--- config.mk ---
export PLATFORM = sky130hd
export DESIGN_NAME = gen_nonlinear_part_seq_flat
export DESIGN_NICKNAME = d
export VERILOG_FILES = /design/src/rtl/gen_nonlinear_part_seq_pkg.sv /design/src/rtl/gen_nonlinear_part_seq_if.sv /design/src/rtl/gen_nonlinear_part_seq_nl_level.sv /design/src/rtl/gen_nonlinear_part_seq.sv /design/src/flat_wrapper.sv
export SDC_FILE = /design/constraint.sdc
export NUM_CORES = 1
export LEC_CHECK = 0
export CORE_AREA = 2 2 211 213
export DETAILED_ROUTE_END_ITERATION = 12
export DIE_AREA = 0 0 213 215
export GPL_TIMING_DRIVEN = 0
export PLACE_DENSITY = 0.88
export SLEW_MARGIN = 10
export SYNTH_ARGS = -nofsm -noshare
export SYNTH_HDL_FRONTEND = slang
export SYNTH_HIERARCHICAL = 1
export SYNTH_SLANG_ARGS = --single-unit
--- constraint.sdc ---
create_clock -name clk -period 2.8 [get_ports clk]
set_clock_uncertainty 0.05 [all_clocks]
set_input_delay 0.42 -clock clk [delete_from_list [all_inputs] [get_ports clk]]
set_output_delay 0.42 -clock clk [all_outputs]
set_load 0.005 [all_outputs]
--- src/rtl/gen_nonlinear_part_seq_pkg.sv ---
// Shared constants for the decomposed CLA adder: adder width, width of the
// non-linear term vector, per-level segment placement and the FSM states.
// Ports: none (package).
package gen_nonlinear_part_seq_pkg;

    localparam int NBIT = 7;
    localparam int NNL  = 2 ** (NBIT + 2) - NBIT - 4;
    // Level counter holds 0..NBIT.
    localparam int KW   = $clog2(NBIT + 1);

    typedef enum logic [1:0] {
        ST_IDLE  = 2'd0,
        ST_BUILD = 2'd1,
        ST_DONE  = 2'd2
    } state_t;

    // Number of AND products that make up the carry into bit i.
    function automatic int seg_len(input int i);
        return 2 ** (i + 1) - 1;
    endfunction

    // Start of level i inside n; levels are packed back to back from level 1.
    function automatic int seg_off(input int i);
        return 2 ** (i + 1) - i - 3;
    endfunction

    // Level whose segment contains bit i of n (0 if outside every segment).
    function automatic int seg_lvl(input int i);
        int r;
        r = 0;
        for (int l = NBIT; l >= 1; l--)
            if (i < seg_off(l) + seg_len(l))
                r = l;
        return r;
    endfunction

endpackage

--- src/rtl/gen_nonlinear_part_seq_if.sv ---
// Operand/result handshake bundle between the producer of an operand pair,
// the non-linear term generator and its downstream consumer.
// Signals: a, b, c_in, in_valid -> generator; in_ready <- generator;
//          n, a_q, b_q, out_valid <- generator; out_ready -> generator.
// Modports: master = the bench/producer side, slave = the generator.
interface gen_nonlinear_part_seq_if;
    import gen_nonlinear_part_seq_pkg::*;

    logic [NBIT-1:0] a;
    logic [NBIT-1:0] b;
    logic            c_in;
    logic            in_valid;
    logic            in_ready;
    logic [NNL-1:0]  n;
    logic [NBIT-1:0] a_q;
    logic [NBIT-1:0] b_q;
    logic            out_valid;
    logic            out_ready;

    modport master (
        output a, b, c_in, in_valid, out_ready,
        input  in_ready, n, a_q, b_q, out_valid
    );

    modport slave (
        input  a, b, c_in, in_valid, out_ready,
        output in_ready, n, a_q, b_q, out_valid
    );

endinterface

--- src/rtl/gen_nonlinear_part_seq_nl_level.sv ---
// Combinational builder of one carry level: from the products of level
// LVL-1 it forms the products of level LVL.
// Ports: a_bit, b_bit - operand bits LVL-1; prev - level LVL-1 products;
//        cur - level LVL products, ordered [a&b, a&prev[j]..., b&prev[j]...].
module gen_nonlinear_part_seq_nl_level #(
    parameter int LVL = 1
) (
    input  logic                     a_bit,
    input  logic                     b_bit,
    input  logic [2**LVL-2:0]        prev,
    output logic [2**(LVL+1)-2:0]    cur
);
    localparam int PW = 2 ** LVL - 1;

    // Generate term first, then a-propagated then b-propagated copies of
    // the previous level; the XOR over cur is the carry into bit LVL.
    assign cur = {({PW{b_bit}} & prev), ({PW{a_bit}} & prev), (a_bit & b_bit)};

endmodule

--- src/rtl/gen_nonlinear_part_seq.sv ---
// Sequential generator of the non-linear carry products n for the
// decomposed CLA adder. Accepts one operand pair, then writes one carry
// level per clock into n, and presents n with the latched operands until
// the consumer takes them.
// Ports: clk - rising-edge clock; rst - synchronous active-high reset;
//        bus - handshake bundle (slave side): a/b/c_in/in_valid/in_ready in,
//              n/a_q/b_q/out_valid/out_ready out.
module gen_nonlinear_part_seq
    import gen_nonlinear_part_seq_pkg::*;
(
    input  logic                     clk,
    input  logic                     rst,
    gen_nonlinear_part_seq_if.slave  bus
);

    state_t          state;
    logic [KW-1:0]   k;
    logic [NBIT-1:0] a_r;
    logic [NBIT-1:0] b_r;
    logic            cin_r;
    logic [NNL-1:0]  n_r;
    logic            in_ready_r;
    logic            out_valid_r;

    // Every level computed from the registered previous level; only the
    // level selected by k is actually stored each cycle.
    logic [NNL-1:0]  n_all;
    logic [NNL-1:0]  wr_en;

    for (genvar g = 1; g <= NBIT; g++) begin : g_lvl
        localparam int OFF = seg_off(g);
        localparam int LEN = seg_len(g);
        localparam int PW  = 2 ** g - 1;

        logic [PW-1:0]  prev;
        logic [LEN-1:0] cur;

        if (g == 1) begin : g_first
            assign prev = cin_r;
        end else begin : g_rest
            assign prev = n_r[seg_off(g-1) +: PW];
        end

        gen_nonlinear_part_seq_nl_level #(.LVL(g)) u_level (
            .a_bit (a_r[g-1]),
            .b_bit (b_r[g-1]),
            .prev  (prev),
            .cur   (cur)
        );

        assign n_all[OFF +: LEN] = cur;
    end

    // Per-bit write enable: a bit is rewritten only in the cycle its own
    // level is being built, so no segment ever touches another's range.
    for (genvar i = 0; i < NNL; i++) begin : g_bit
        localparam int L = seg_lvl(i);
        assign wr_en[i] = (state == ST_BUILD) && (k == KW'(L));
    end

    always_ff @(posedge clk) begin
        if (rst) begin
            state       <= ST_IDLE;
            k           <= '0;
            a_r         <= '0;
            b_r         <= '0;
            cin_r       <= 1'b0;
            n_r         <= '0;
            in_ready_r  <= 1'b1;
            out_valid_r <= 1'b0;
        end else begin
            n_r <= (n_r & ~wr_en) | (n_all & wr_en);
            case (state)
                ST_IDLE: begin
                    if (bus.in_valid) begin
                        a_r        <= bus.a;
                        b_r        <= bus.b;
                        cin_r      <= bus.c_in;
                        k          <= KW'(1);
                        state      <= ST_BUILD;
                        in_ready_r <= 1'b0;
                    end
                end
                ST_BUILD: begin
                    // Level NBIT is stored on this edge; result complete.
                    if (k == KW'(NBIT)) begin
                        state       <= ST_DONE;
                        out_valid_r <= 1'b1;
                    end else begin
                        k <= k + KW'(1);
                    end
                end
                ST_DONE: begin
                    if (bus.out_ready) begin
                        state       <= ST_IDLE;
                        k           <= '0;
                        out_valid_r <= 1'b0;
                        in_ready_r  <= 1'b1;
                    end
                end
                default: begin
                    state       <= ST_IDLE;
                    k           <= '0;
                    out_valid_r <= 1'b0;
                    in_ready_r  <= 1'b1;
                end
            endcase
        end
    end

    assign bus.in_ready  = in_ready_r;
    assign bus.out_valid = out_valid_r;
    assign bus.n         = n_r;
    assign bus.a_q       = a_r;
    assign bus.b_q       = b_r;

endmodule

--- src/flat_wrapper.sv ---
// flat-port wrapper written by rule: the top's interface ports become plain ports
module gen_nonlinear_part_seq_flat import gen_nonlinear_part_seq_pkg::*;
  (clk, rst, bus_a, bus_b, bus_c_in, bus_in_valid, bus_out_ready, bus_in_ready, bus_n, bus_a_q, bus_b_q, bus_out_valid);
  gen_nonlinear_part_seq_if bus_i ();
  input  logic clk;
  input  logic rst;
  input wire logic [$bits(bus_i.a)-1:0] bus_a;
  input wire logic [$bits(bus_i.b)-1:0] bus_b;
  input wire logic [$bits(bus_i.c_in)-1:0] bus_c_in;
  input wire logic [$bits(bus_i.in_valid)-1:0] bus_in_valid;
  input wire logic [$bits(bus_i.out_ready)-1:0] bus_out_ready;
  output wire logic [$bits(bus_i.in_ready)-1:0] bus_in_ready;
  output wire logic [$bits(bus_i.n)-1:0] bus_n;
  output wire logic [$bits(bus_i.a_q)-1:0] bus_a_q;
  output wire logic [$bits(bus_i.b_q)-1:0] bus_b_q;
  output wire logic [$bits(bus_i.out_valid)-1:0] bus_out_valid;
  assign bus_i.a = bus_a;
  assign bus_i.b = bus_b;
  assign bus_i.c_in = bus_c_in;
  assign bus_i.in_valid = bus_in_valid;
  assign bus_i.out_ready = bus_out_ready;
  assign bus_in_ready = bus_i.in_ready;
  assign bus_n = bus_i.n;
  assign bus_a_q = bus_i.a_q;
  assign bus_b_q = bus_i.b_q;
  assign bus_out_valid = bus_i.out_valid;
  gen_nonlinear_part_seq u_core (.clk(clk), .rst(rst), .bus(bus_i));
endmodule
==> results of run 1 <==
==> power by group through the flow <==
| stage | logic (uW) | clock network (uW) | registers [uW] |
|---|---|---|---|
| 6_report | 441 | 7330 | 7490 |
| 4_1_cts | 427 | 7370 | 7490 |
| 5_1_grt | 468 | 7690 | 7480 |
| 3_5_place_dp | 424 | 0 | 7650 |
| 2_1_floorplan | 232 | 0 | 7640 |
| 3_3_place_gp | 420 | 0 | 7650 |
==> path summary, 6_finish.rpt <==
check | startpoint | endpoint | slack, ns | cells after the start
worst max-delay path | u_core/bus.a_q[5] | bus_a_q[5] | 0.07 | 1
worst min-delay path | rst | u_core/k[0] | 0.13 | 2
worst max register to register | u_core/k[0] | register | 0.37 | 7
worst min register to register | register | register | 0.40 | 2
==> synth_stat cells (all sizes together), types with 2 or more instances <==
cell type / count / area (um^2)
a32o: 2 / 20.0
and2: 501 / 3250
nand3b: 2 / 15.0
dfxtp: 523 / 10500
and4bb: 2 / 25.0
mux2i: 10 / 100
a21oi: 508 / 2540
clkbuf: 90 / 375
and4b: 3 / 30.0
inv: 4 / 15.0
buf: 133 / 888
nand4b: 3 / 41.3
nand2: 1012 / 3800
nor2: 17 / 63.8
ha: 6 / 75.1
and3b: 2 / 17.5
==> logic make-up after synthesis <==
family / share of synthesized area, %
AO/OA/AOI/OAI: 11.9
buffers and inverters: 5.86
multiplexers: 0.459
AND/OR/NAND/NOR: 33.4
adder cells (fa/ha/maj): 0.344
XOR/XNOR: 0.0401
flip-flops: 48.0
==> per-layer routing <==
| layer | vias to the layer above | global-route usage (%) |
|---|---|---|
| li1 | 10100 | - |
| met1 | 10100 | 43.3 |
| met2 | 1123 | 56.9 |
| met3 | 239 | 7.77 |
| met4 | 0 | 20.0 |
| met5 | - | 0 |
==> cell type report <==
class	instances	area (um^2)	share of cell area [%]
clock inverter	18	201	0.678
clock buffer	80	1600	5.39
inverter	4	15.0	0.0505
tap	592	741	2.49
multi-input combinational	2079	10100	33.9
buffer	223	1260	4.25
timing repair buffer	534	5350	18.0
sequential	523	10500	35.2
==> metrics by stage <==
step / std cells / hold slack [ns] / total power (uW)
6_report: 4053 / 0.128 / 15300
5_1_grt: 4053 / 0.138 / 15600
4_1_cts: 4053 / 0.0856 / 15300
3_5_place_dp: 3955 / 0.395 / 8080
3_3_place_gp: 3955 / 0.391 / 8070
2_1_floorplan: 2829 / 0.390 / 7870
==> run summary, run 1 <==
status: finished clean
CTS tree: done
Largest delay share family, worst path: flip-flops
Setup-failing EPs final: 0
initial drt markers: 2133
Total Routing Usage GR: 35.2%
Crit path buffers/inverters: 1
CTS Sinks: 523
Syn Area/Cell: 7.71 um^2
Rows: 77
RePlAce Congestion: 0.925
routed length on met2: 37.6 mm
CTS Buf Count: 53
Worst Path Max Fanout: 12
Sum Neg Setup Slack: 0 ns
GR Overflow Total: 0
#FFs+latches synth: 523
placed cell areas: 27900 um^2
cells after synthesis: 2829
# diodes: 0
Place WS: 0.339 ns
Die H: 215 um
Min-Delay Path Class: input port to register
Core Region: 43600 um^2
CP arrival: 2.26 ns
DRT antenna net count: 0
clk buf depth: 3
sequential power share: 49.1%
fraction of layout cells with a size suffix above 1: 9.91%
Setup crit end kind: primary output
# DRC: 0
Slew @ Worst Pin: 1.39 ns
sw power: 3370 uW
Tmin final: 2.73 ns
final design utilization: 68.1%
clock tree root buffer cell: clkbuf_16
VDD IR max: 0.000450 V
Setup crit start kind: register
Post-synth EDFFs: 0
Yosys warning count: 6
Top Metal Used: met4
Post-DP HPWL: 61.2 mm
vias in the first global route: 20300
clock latency on the worst-skew pair: 0.60 ns
worst endpoint required time: 2.33 ns
cts repair resizes: 0
first-pass GRT wire length: 122 mm
via total after detailed routing: 21600
Netlist cell types: 32
kind of critical path: register to primary output
largest net degree at the start of global routing: 15
routed length on met3: 7.47 mm
Critical-path top delay cell: dfxtp_1
Routed wire per std cell: 20.4 um
Hold Buf Count CTS: 0
Final nets: 3443
RSZ-0062 raised after global routing: no
Reg clk slew, reported paths: 0.06 ns
Logic pwr share: 2.9%
Initial Utilization: 50.0%
drt pass-1 iters: 5
DRT Wirelength: 82.7 mm
met1 WL: 32.6 mm
worst rel slew slack: 7.61%
Final Cycle Share: 97.5%
Filler cells: 3487
PwrDens: 513 nW/um^2
fmax: 0.366 GHz
share of flip-flops with an asynchronous set or reset: 0%
internal power: 11900 uW
Mapped Nets: 2854
PnR worst setup slack: 0.0686 ns
cell area after synthesis: 21800 um^2
io pins: 536
number of antenna violations at the first check in global routing: 3
Final Max Tran Viols: 0
vias per inst: 5.32
number of H-tree levels: 2
switch share: 22.1%
post-synthesis sequential area ratio: 48.0%
Max-Cap Viols: 0
Final Instance Area: 29700 um^2
CP peak stage delay: 0.95 ns
leakage: 0.0104 uW
commonest non-fill, non-tap cell in the layout: nand2_1
Clock Power Share: 48.0%
Top FF cell, synth: dfxtp_1
area delta synth->final: 36.2%
most frequent cells in the layout: nand2_1 (1012), clkdlybuf4s50_1 (534), dfxtp_1 (523)
final hold viol count: 0
cell chain of the critical path: clkdlybuf4s50_1
PortBufs: 534
die width: 213 um
full die area: 45800 um^2
Post-CTS Setup Bufs: 0
No activity file was read; power rests on OpenSTA's default activity.
==> inputs of run 2 (changes only) <==
--- a/config.mk
+++ b/config.mk
@@ -10,6 +10,7 @@
 export DIE_AREA = 0 0 213 215
 export GPL_TIMING_DRIVEN = 0
 export PLACE_DENSITY = 0.88
+export SKIP_CTS_REPAIR_TIMING = 1
 export SLEW_MARGIN = 10
 export SYNTH_ARGS = -nofsm -noshare
 export SYNTH_HDL_FRONTEND = slang
==> results of run 2 <==
The final DEF is identical to that of run 1; final timing and power are the same.
==> inputs of run 3 (changes only) <==
--- a/config.mk
+++ b/config.mk
@@ -5,9 +5,11 @@
 export SDC_FILE = /design/constraint.sdc
 export NUM_CORES = 1
 export LEC_CHECK = 0
+export CAP_MARGIN = 15
 export CORE_AREA = 2 2 211 213
 export DETAILED_ROUTE_END_ITERATION = 12
 export DIE_AREA = 0 0 213 215
+export GPL_ROUTABILITY_DRIVEN = 0
 export GPL_TIMING_DRIVEN = 0
 export PLACE_DENSITY = 0.88
 export SKIP_CTS_REPAIR_TIMING = 1
==> run 3 against run 2 <==
Wire length is 0.27% lower. Non-clock buffer count is 2 higher. Sequential cell count stayed put. Global-route usage is 0.18 points lower. Die area stayed put. Final cell count hardly changed. First-iteration DRC count is 2.3% higher. Clock power is 7.0% lower. Fmax is 1.1% higher. Critical path type unchanged. Highest routed layer unchanged.
==> run summary, run 3 (synthesis results as in run 1) <==
Rows: 77
switch share: 22.3%
clock tree root buffer cell: clkbuf_16
Reg clk slew, reported paths: 0.06 ns
Setup crit end kind: primary output
hold path cells: 2
RSZ-0062 raised after global routing: no
register-to-register path setup slack: 0.35 ns
Clock Power Share: 46.2%
CTS tree: done
Core Region: 43600 um^2
PortBufs: 534
CTS Sinks: 523
Logic pwr share: 3.0%
Filler cells: 3465
PwrDens: 499 nW/um^2
worst endpoint required time: 2.33 ns
kind of critical path: register to primary output
initial drt markers: 2182
Min-Delay Path Class: input port to register
CP peak stage delay: 0.94 ns
Max-Cap Viols: 0
io pins: 536
cell chain of the critical path: clkdlybuf4s50_1
most frequent cells in the layout: nand2_1 (1012), clkdlybuf4s50_1 (534), dfxtp_1 (523)
clk buf depth: 3
Sum Neg Setup Slack: 0 ns
worst rel slew slack: 29.2%
CP arrival: 2.23 ns
area delta synth->final: 35.6%
Initial Utilization: 50.0%
Total Routing Usage GR: 35.1%
# diodes: 0
DRT antenna net count: 0
commonest non-fill, non-tap cell in the layout: nand2_1
CTS Buf Count: 53
Largest delay share family, worst path: flip-flops
first-pass GRT wire length: 122 mm
# DRC: 0
status: finished clean
number of antenna violations at the first check in global routing: 1
Slew @ Worst Pin: 1.06 ns
Die H: 215 um
Post-DP HPWL: 61.3 mm
internal power: 11500 uW
Routed wire per std cell: 20.4 um
full die area: 45800 um^2
leakage: 0.0103 uW
fmax: 0.370 GHz
final hold viol count: 0
min-delay src: rst
die width: 213 um
Final Cycle Share: 96.5%
drt pass-1 iters: 5
clock latency on the worst-skew pair: 0.60 ns
vias in the first global route: 20200
sequential power share: 50.8%
r2r startpoint: u_core/k[0]
VDD IR max: 0.000438 V
number of H-tree levels: 2
Hold Path End: u_core/k[0]
GR Overflow Total: 0
total power: 14800 uW
Critical-path top delay cell: dfxtp_1
sw power: 3300 uW
largest net degree at the start of global routing: 14
vias per inst: 5.31
Setup crit start kind: register
Crit path buffers/inverters: 1
Tmin final: 2.70 ns
Setup-failing EPs final: 0
Final Max Tran Viols: 0
DRT Wirelength: 82.5 mm
via total after detailed routing: 21500
R2R depth: 7
Worst Path Max Fanout: 12
fraction of layout cells with a size suffix above 1: 9.66%
Final nets: 3445
run 3: worst max path at each step:
stage / slack, ns / depth (start not counted) / endpoint / start
after CTS: 0.11 / 1 / bus_a_q[5] / u_core/bus.a_q[5]
after floorplan: 1.09 / 8 / u_core/bus.out_valid / u_core/k[0]
after global placement: 0.34 / 4 / register / rst
final: 0.1 / 1 / bus_a_q[5] / u_core/bus.a_q[5]
after detailed placement: 0.41 / 7 / register / u_core/k[0]
after global routing: 0.1 / 1 / bus_a_q[5] / u_core/bus.a_q[5]
run 3: cell type report:
type                            instances  area (um^2)  share of cell area, %
Multi-Input combinational cell       2079        10100                   34.0
Timing Repair Buffer                  536         5380                   18.2
Clock buffer                           84         1600                   5.39
Tap cell                              592          741                   2.50
Inverter                                4         15.0                 0.0508
Sequential cell                       523        10500                   35.4
Clock inverter                          9         48.8                  0.165
Buffer                                223         1260                   4.27
run 3: layer usage:
layer	GRT usage, %	vias to the layer above	routed length, um	part of all wire (%)
met5	0	-	0	0
met4	18.0	0	4340	5.3
met3	7.47	215	7540	9.1
met2	57.1	1138	37900	46
met1	43.6	9990	32700	40
li1	-	10200	-	-
run 3: power by group through the flow:
stage               Sequential (uW)  Combinational [uW]  Clock [uW]
CTS                            7490                 431        6870
finish                         7490                 445        6820
global route                   7490                 471        7180
detailed placement             7650                 429           0
global placement               7650                 420           0
floorplan                      7640                 232           0
run 3: stage by stage:
step           hold WS (ns)  util [%]  std cells  setup slack, ns  instance area (um^2)
6_report              0.123      67.8       4050           0.0982                 29600
5_1_grt               0.137      67.8       4050           0.0999                 29600
4_1_cts              0.0763      67.8       4050            0.114                 29600
3_5_place_dp          0.396      64.0       3957            0.413                 27900
3_3_place_gp          0.391      63.9       3955            0.340                 27900
2_1_floorplan         0.390         -       2829             1.09                 21800
